`src/rtl/cpu6_pipeline_drain.sv`:
```
// ---------------------------------------------------------------------------
// cpu6_pipeline_drain
//
// Holds the front end of the CPU6 pipeline while the instruction in EX waits
// for MEM, WB and the data-memory port to go quiet. That is how serializing
// instructions (fences, CSR writes with side effects, and similar) get an
// empty machine before they retire. The wait is bounded: if the pipeline
// does not empty within TIMEOUT cycles, the drain is abandoned and drain_err
// pulses.
//
// FSM: IDLE -> DRAIN -> DONE/ERR -> IDLE. DONE and ERR each last one cycle.
// In those cycles the stall is released, so the EX instruction moves on.
//
// Parameters
//   TIMEOUT_W  width of the drain cycle counter
//   TIMEOUT    DRAIN cycles allowed before abort, 1 .. 2**TIMEOUT_W-1
//
// Ports
//   clk                  rising-edge clock
//   reset                asynchronous active-high reset
//   empty_pipeline_reqE  EX instruction wants an empty pipeline (ID/EX field)
//   flash                pipeline flush (redirect/exception) this cycle
//   validM / validW      MEM / WB stage occupancy
//   mem_busy             data-memory transaction outstanding
//   stall_fde            hold PC, IF/ID and ID/EX (combinational)
//   bubble_m             load a bubble into EX/MEM (same as stall_fde)
//   drain_busy           FSM is in DRAIN
//   drain_done           one-cycle pulse: pipeline empty, EX released
//   drain_err            one-cycle pulse: drain aborted by timeout
// ---------------------------------------------------------------------------
module cpu6_pipeline_drain #(
  parameter int TIMEOUT_W = 8,
  parameter int TIMEOUT   = 255
) (
  input  logic clk,
  input  logic reset,
  input  logic empty_pipeline_reqE,
  input  logic flash,
  input  logic validM,
  input  logic validW,
  input  logic mem_busy,
  output logic stall_fde,
  output logic bubble_m,
  output logic drain_busy,
  output logic drain_done,
  output logic drain_err
);

  typedef enum logic [1:0] {
    IDLE  = 2'd0,
    DRAIN = 2'd1,
    DONE  = 2'd2,
    ERR   = 2'd3
  } state_t;

  // Value the counter holds in the last DRAIN cycle that is allowed.
  localparam logic [TIMEOUT_W-1:0] CNT_LAST = TIMEOUT_W'(TIMEOUT - 1);

  state_t               state;
  logic [TIMEOUT_W-1:0] cnt;
  logic                 pipe_empty;
  logic                 cnt_expired;

  // Sampled live every cycle. Nothing earlier is remembered, so a stage that
  // refills during the drain keeps the drain going.
  assign pipe_empty  = ~validM & ~validW & ~mem_busy;
  assign cnt_expired = (cnt == CNT_LAST);

  // The stall must take effect in the same cycle the request first shows up
  // in EX, so it is decoded from the live request and cannot be registered.
  // A flush overrides it: the flushed instruction must not be held.
  assign stall_fde = ~flash & (((state == IDLE) & empty_pipeline_reqE) |
                               (state == DRAIN));
  assign bubble_m  = stall_fde;

  // Status outputs are registered alongside the state. They are
  // glitch-free and are 1 exactly when the state is DRAIN, DONE or ERR.
  always_ff @(posedge clk or posedge reset) begin
    if (reset) begin
      state      <= IDLE;
      cnt        <= '0;
      drain_busy <= 1'b0;
      drain_done <= 1'b0;
      drain_err  <= 1'b0;
    end else begin
      drain_busy <= 1'b0;
      drain_done <= 1'b0;
      drain_err  <= 1'b0;
      unique case (state)
        IDLE: begin
          if (empty_pipeline_reqE & ~flash) begin
            state      <= DRAIN;
            cnt        <= '0;
            drain_busy <= 1'b1;
          end
        end
        DRAIN: begin
          // A flush beats everything. It ends the drain with no pulse, because
          // the instruction that asked for the drain no longer exists.
          if (flash) begin
            state <= IDLE;
          end else if (pipe_empty) begin
            state      <= DONE;
            drain_done <= 1'b1;
          end else if (cnt_expired) begin
            state     <= ERR;
            drain_err <= 1'b1;
          end else begin
            drain_busy <= 1'b1;
            // The state leaves DRAIN before the counter can reach all-ones.
            // This guard only makes "never wraps" true even for a parameter
            // value that is out of range.
            if (cnt != '1) cnt <= cnt + 1'b1;
          end
        end
        // One-cycle pulses. A request still present here belongs to the
        // instruction now leaving EX, so it is ignored. A flush has nothing
        // left to cancel.
        DONE:    state <= IDLE;
        ERR:     state <= IDLE;
        default: state <= IDLE;
      endcase
    end
  end

endmodule

```
`config.mk`:
```
export PLATFORM = sky130hd
export DESIGN_NAME = cpu6_pipeline_drain
export DESIGN_NICKNAME = d
export VERILOG_FILES = /design/src/rtl/cpu6_pipeline_drain.sv
export SDC_FILE = /design/constraint.sdc
export NUM_CORES = 1
export LEC_CHECK = 0
export ABC_CLOCK_PERIOD_IN_PS = 2050
export CORE_MARGIN = 5
export CORE_UTILIZATION = 49
export CTS_CLUSTER_SIZE = 20
export DETAILED_ROUTE_END_ITERATION = 10
export PLACE_DENSITY = 0.72
export SYNTH_ARGS = -nofsm -noshare
export SYNTH_HDL_FRONTEND = slang
export SYNTH_SLANG_ARGS = --single-unit
```
`constraint.sdc`:
```
create_clock -name clk -period 2.05 [get_ports clk]
set_input_delay 0.41 -clock clk [delete_from_list [all_inputs] [get_ports clk]]
set_output_delay 0.41 -clock clk [all_outputs]
set_load 0.02 [all_outputs]
```
==> results.md, run 1 <==
* Status: finished, final reports clean
* Worst skew pair latency at 280 ps
* Routed wire length at 1490 µm
* Worst Setup Path Type: in -> out
* Syn Inst Count at 66
* CP Cell Sequence: clkdlybuf4s50_1 > nor2_1 > nor3_1 > dlygate4sd2_1
* Internal at approximately 440 µW
* Worst-Margin Slew at 537 ps
* Commonest cells in the netlist: 13 x dfrtp_1, 8 x a31oi_1, 5 x nand2_1
* DRC viols at 0
* Max Cap Viol at 0
* Clock Skew at 5.55 ps
* Area contributors post-synth: dfrtp_1 47%, a31oi_1 7.2%, and4_1 3.8%
* Cell taking the most area after synthesis: dfrtp_1
* Crit path launch: empty_pipeline_reqE
* Reg2Reg Depth at 5
* Switching share of power at 0.314
* Total GRT Usage at 0.160
* Ys Warns at 0
* Design area at approximately 870 µm²
* Boundary Pins at 12
* Starting Density at 0.528
* Chip Height at approximately 48 µm
* Initial DRC Count at 4
* Rows at 13
* Largest net degree at the start of global routing at 14
* Syn avg cell area at 10.5 µm²
* First-pass GRT wire length at 2480 µm
* Reg2reg end: cnt[4]$_DFFE_PP0P_
* Wirelength per Cell at about 15 µm
* CTS clk-pin slew, worst paths at 80 ps
* Worst EP required at 1640 ps
* Place WS at -132 ps
* Min cycle time layout at roughly 1900 ps
* Setup slack, reg-to-reg at 380 ps
* Final period util at 0.913
* Die X at 47.7 µm
* GPL Wtd Cong at 0.822
* Power Density at 729 nW/µm²
* Root buffer cell: clkbuf_4
* Most frequent cell after synthesis: dfrtp_1
* Port Buf Inserts at 11
* # clock sinks at 13
* Yosys reg bits at 13
* Ys flop type: dfrtp_1
* Post-cts resize count at 2
* Final worst slack at 179 ps
* Startpoint Class: input port
* Top cell type's share of synthesized area at 0.468
* Drt pass-1 iters at 4
* Unrepaired setup endpoints after global routing: no
* Core ar. at 1320 µm²
* Worst vdd ir at 0.456 mV
* Comb pwr share at 0.235
* CTS tree: built
* Async SR Flop Fraction at 1.00
* Postcts setup bufs at 0
* Final Net Count at 94
* Post-CTS Hold Fix Bufs at 0
* Clock share of power at 0.254
* Slowest cell on crit path: clkdlybuf4s50_1
* Pleak at 0.000391 µW
* Post-synthesis sequential area ratio at 0.468
* Routed Antenna Nets at 0
* Number of global-route vias before repair at ~560
* CP max stage delay at 470 ps
* Post-synthesis cell area at 696 µm²
* Antenna violations before repair at 0
* Critical path peak fanout at 2
* Sw Pwr at 199 µW
* Layout cells sized above 1 at 0.143
* Max Freq at 534 MHz
* Placed inst area at between 800 and 900 µm²
* DPL Wire Length at 1130 µm
* Relative slew slack at 0.642
* Drt via density at 5.97
* Slew Viols, Final at 0
* Vias at 591
* Final Hold Viols at 0
* Netlist cell types at 30
* Area Overhead vs Synth at 25.2%
* HP Class: in -> async
* H-tree depth at 1
* Setup TNS at 0 ps
* Max Root-Sink Buffers at 2
* Sequential share of power at 0.511
* FF-to-FF Start: cnt[0]$_DFFE_PP0P_
* Total congestion overflow at 0
* Num CTS Buffers at 3
* Worst path arrival time at ~1500 ps
* Diode count at 0
* EDFF count, synth at 0
* Final Core Density at 0.661
* Setup Viol. Count Final at 0
* Post-Synthesis Net Count at 75
* Worst setup EP type: output pin
* Die area at 2270 µm²
-- power by group through the flow --
stage,Combinational [µW],Clock [µW],Sequential (µW)
global route,164,177,330
global placement,151,0,326
CTS,151,161,323
finish,149,161,324
floorplan,98.2,0,322
detailed placement,153,0,328
-- critical path, delay by kind of cell --
kind	cells	cell delay [ps]
simple gates	2	210
buf+inv	2	840
-- cell type report --
class                           count  area [µm²]
Sequential cell                    13         325
Tap cell                           15        18.8
Fill cell                         100         447
Multi-Input combinational cell     50         355
Timing Repair Buffer               15         138
Clock buffer                        4        26.3
Inverter                            2        7.51
-- routing by layer --
| metal | global-route usage | vias up | wire length [µm] |
|---|---|---|---|
| li1 | - | 291 | - |
| met4 | 0.0645 | 0 | 19 |
| met5 | 0 | - | 0 |
| met2 | 0.251 | 9 | 704 |
| met1 | 0.212 | 289 | 712 |
| met3 | 0.0338 | 2 | 57 |
-- state kept, by name, indices dropped and copies added (netlist names) --
| name | count |
|---|---|
| state | 2 |
| drain_done | 1 |
| drain_err | 1 |
| cnt | 8 |
| drain_busy | 1 |
-- stage by stage --
| stage | instances | hold WS [ps] | power (µW) |
|---|---|---|---|
| 6_report | 99 | 461 | 635 |
| 5_1_grt | 99 | 503 | 671 |
| 4_1_cts | 99 | 486 | 635 |
| 3_5_place_dp | 95 | 503 | 481 |
| 3_3_place_gp | 95 | 500 | 477 |
| 2_1_floorplan | 66 | 287 | 420 |
-- worst max path at each step --
stage / endpoint / depth (start not counted)
floorplan: stall_fde / 3
global placement: bubble_m / 4
detailed placement: bubble_m / 4
CTS: bubble_m / 4
global route: stall_fde / 4
finish: bubble_m / 4
-- cell families (layout without fill, tap and decap cells) --
kind of cell               count (synthesis)  in the layout  synth area share
and+or+nand+nor                           28             28             0.250
AOI/OAI and AO/OA                         19             19             0.203
DFF                                       13             13             0.468
buffers and inverters                      3             21            0.0216
adders and majority gates                  2              2            0.0360
muxes                                      1              1            0.0216
-- cells in the final DEF, fill, tap and decap left out, types with 2 or more instances in the layout --
cell type and count:
dlygate4sd2_1 2, ha_1 2, nor2_1 4, o21ai_0 2, clkbuf_4 3, dfrtp_1 13, inv_1 2, nand2b_1 2
a31oi_1 8, clkdlybuf4s50_1 9, nor3_1 3, nand3_1 3, and4_1 3, nand2_1 5, buf_4 4
No activity file was read; power rests on OpenSTA's default activity.
==> inputs of run 2 (changes only) <==
- HOLD_SLACK_MARGIN: not set -> 0.15
==> results of run 2 <==
Final layout, timing and power as in run 1 (identical DEF).
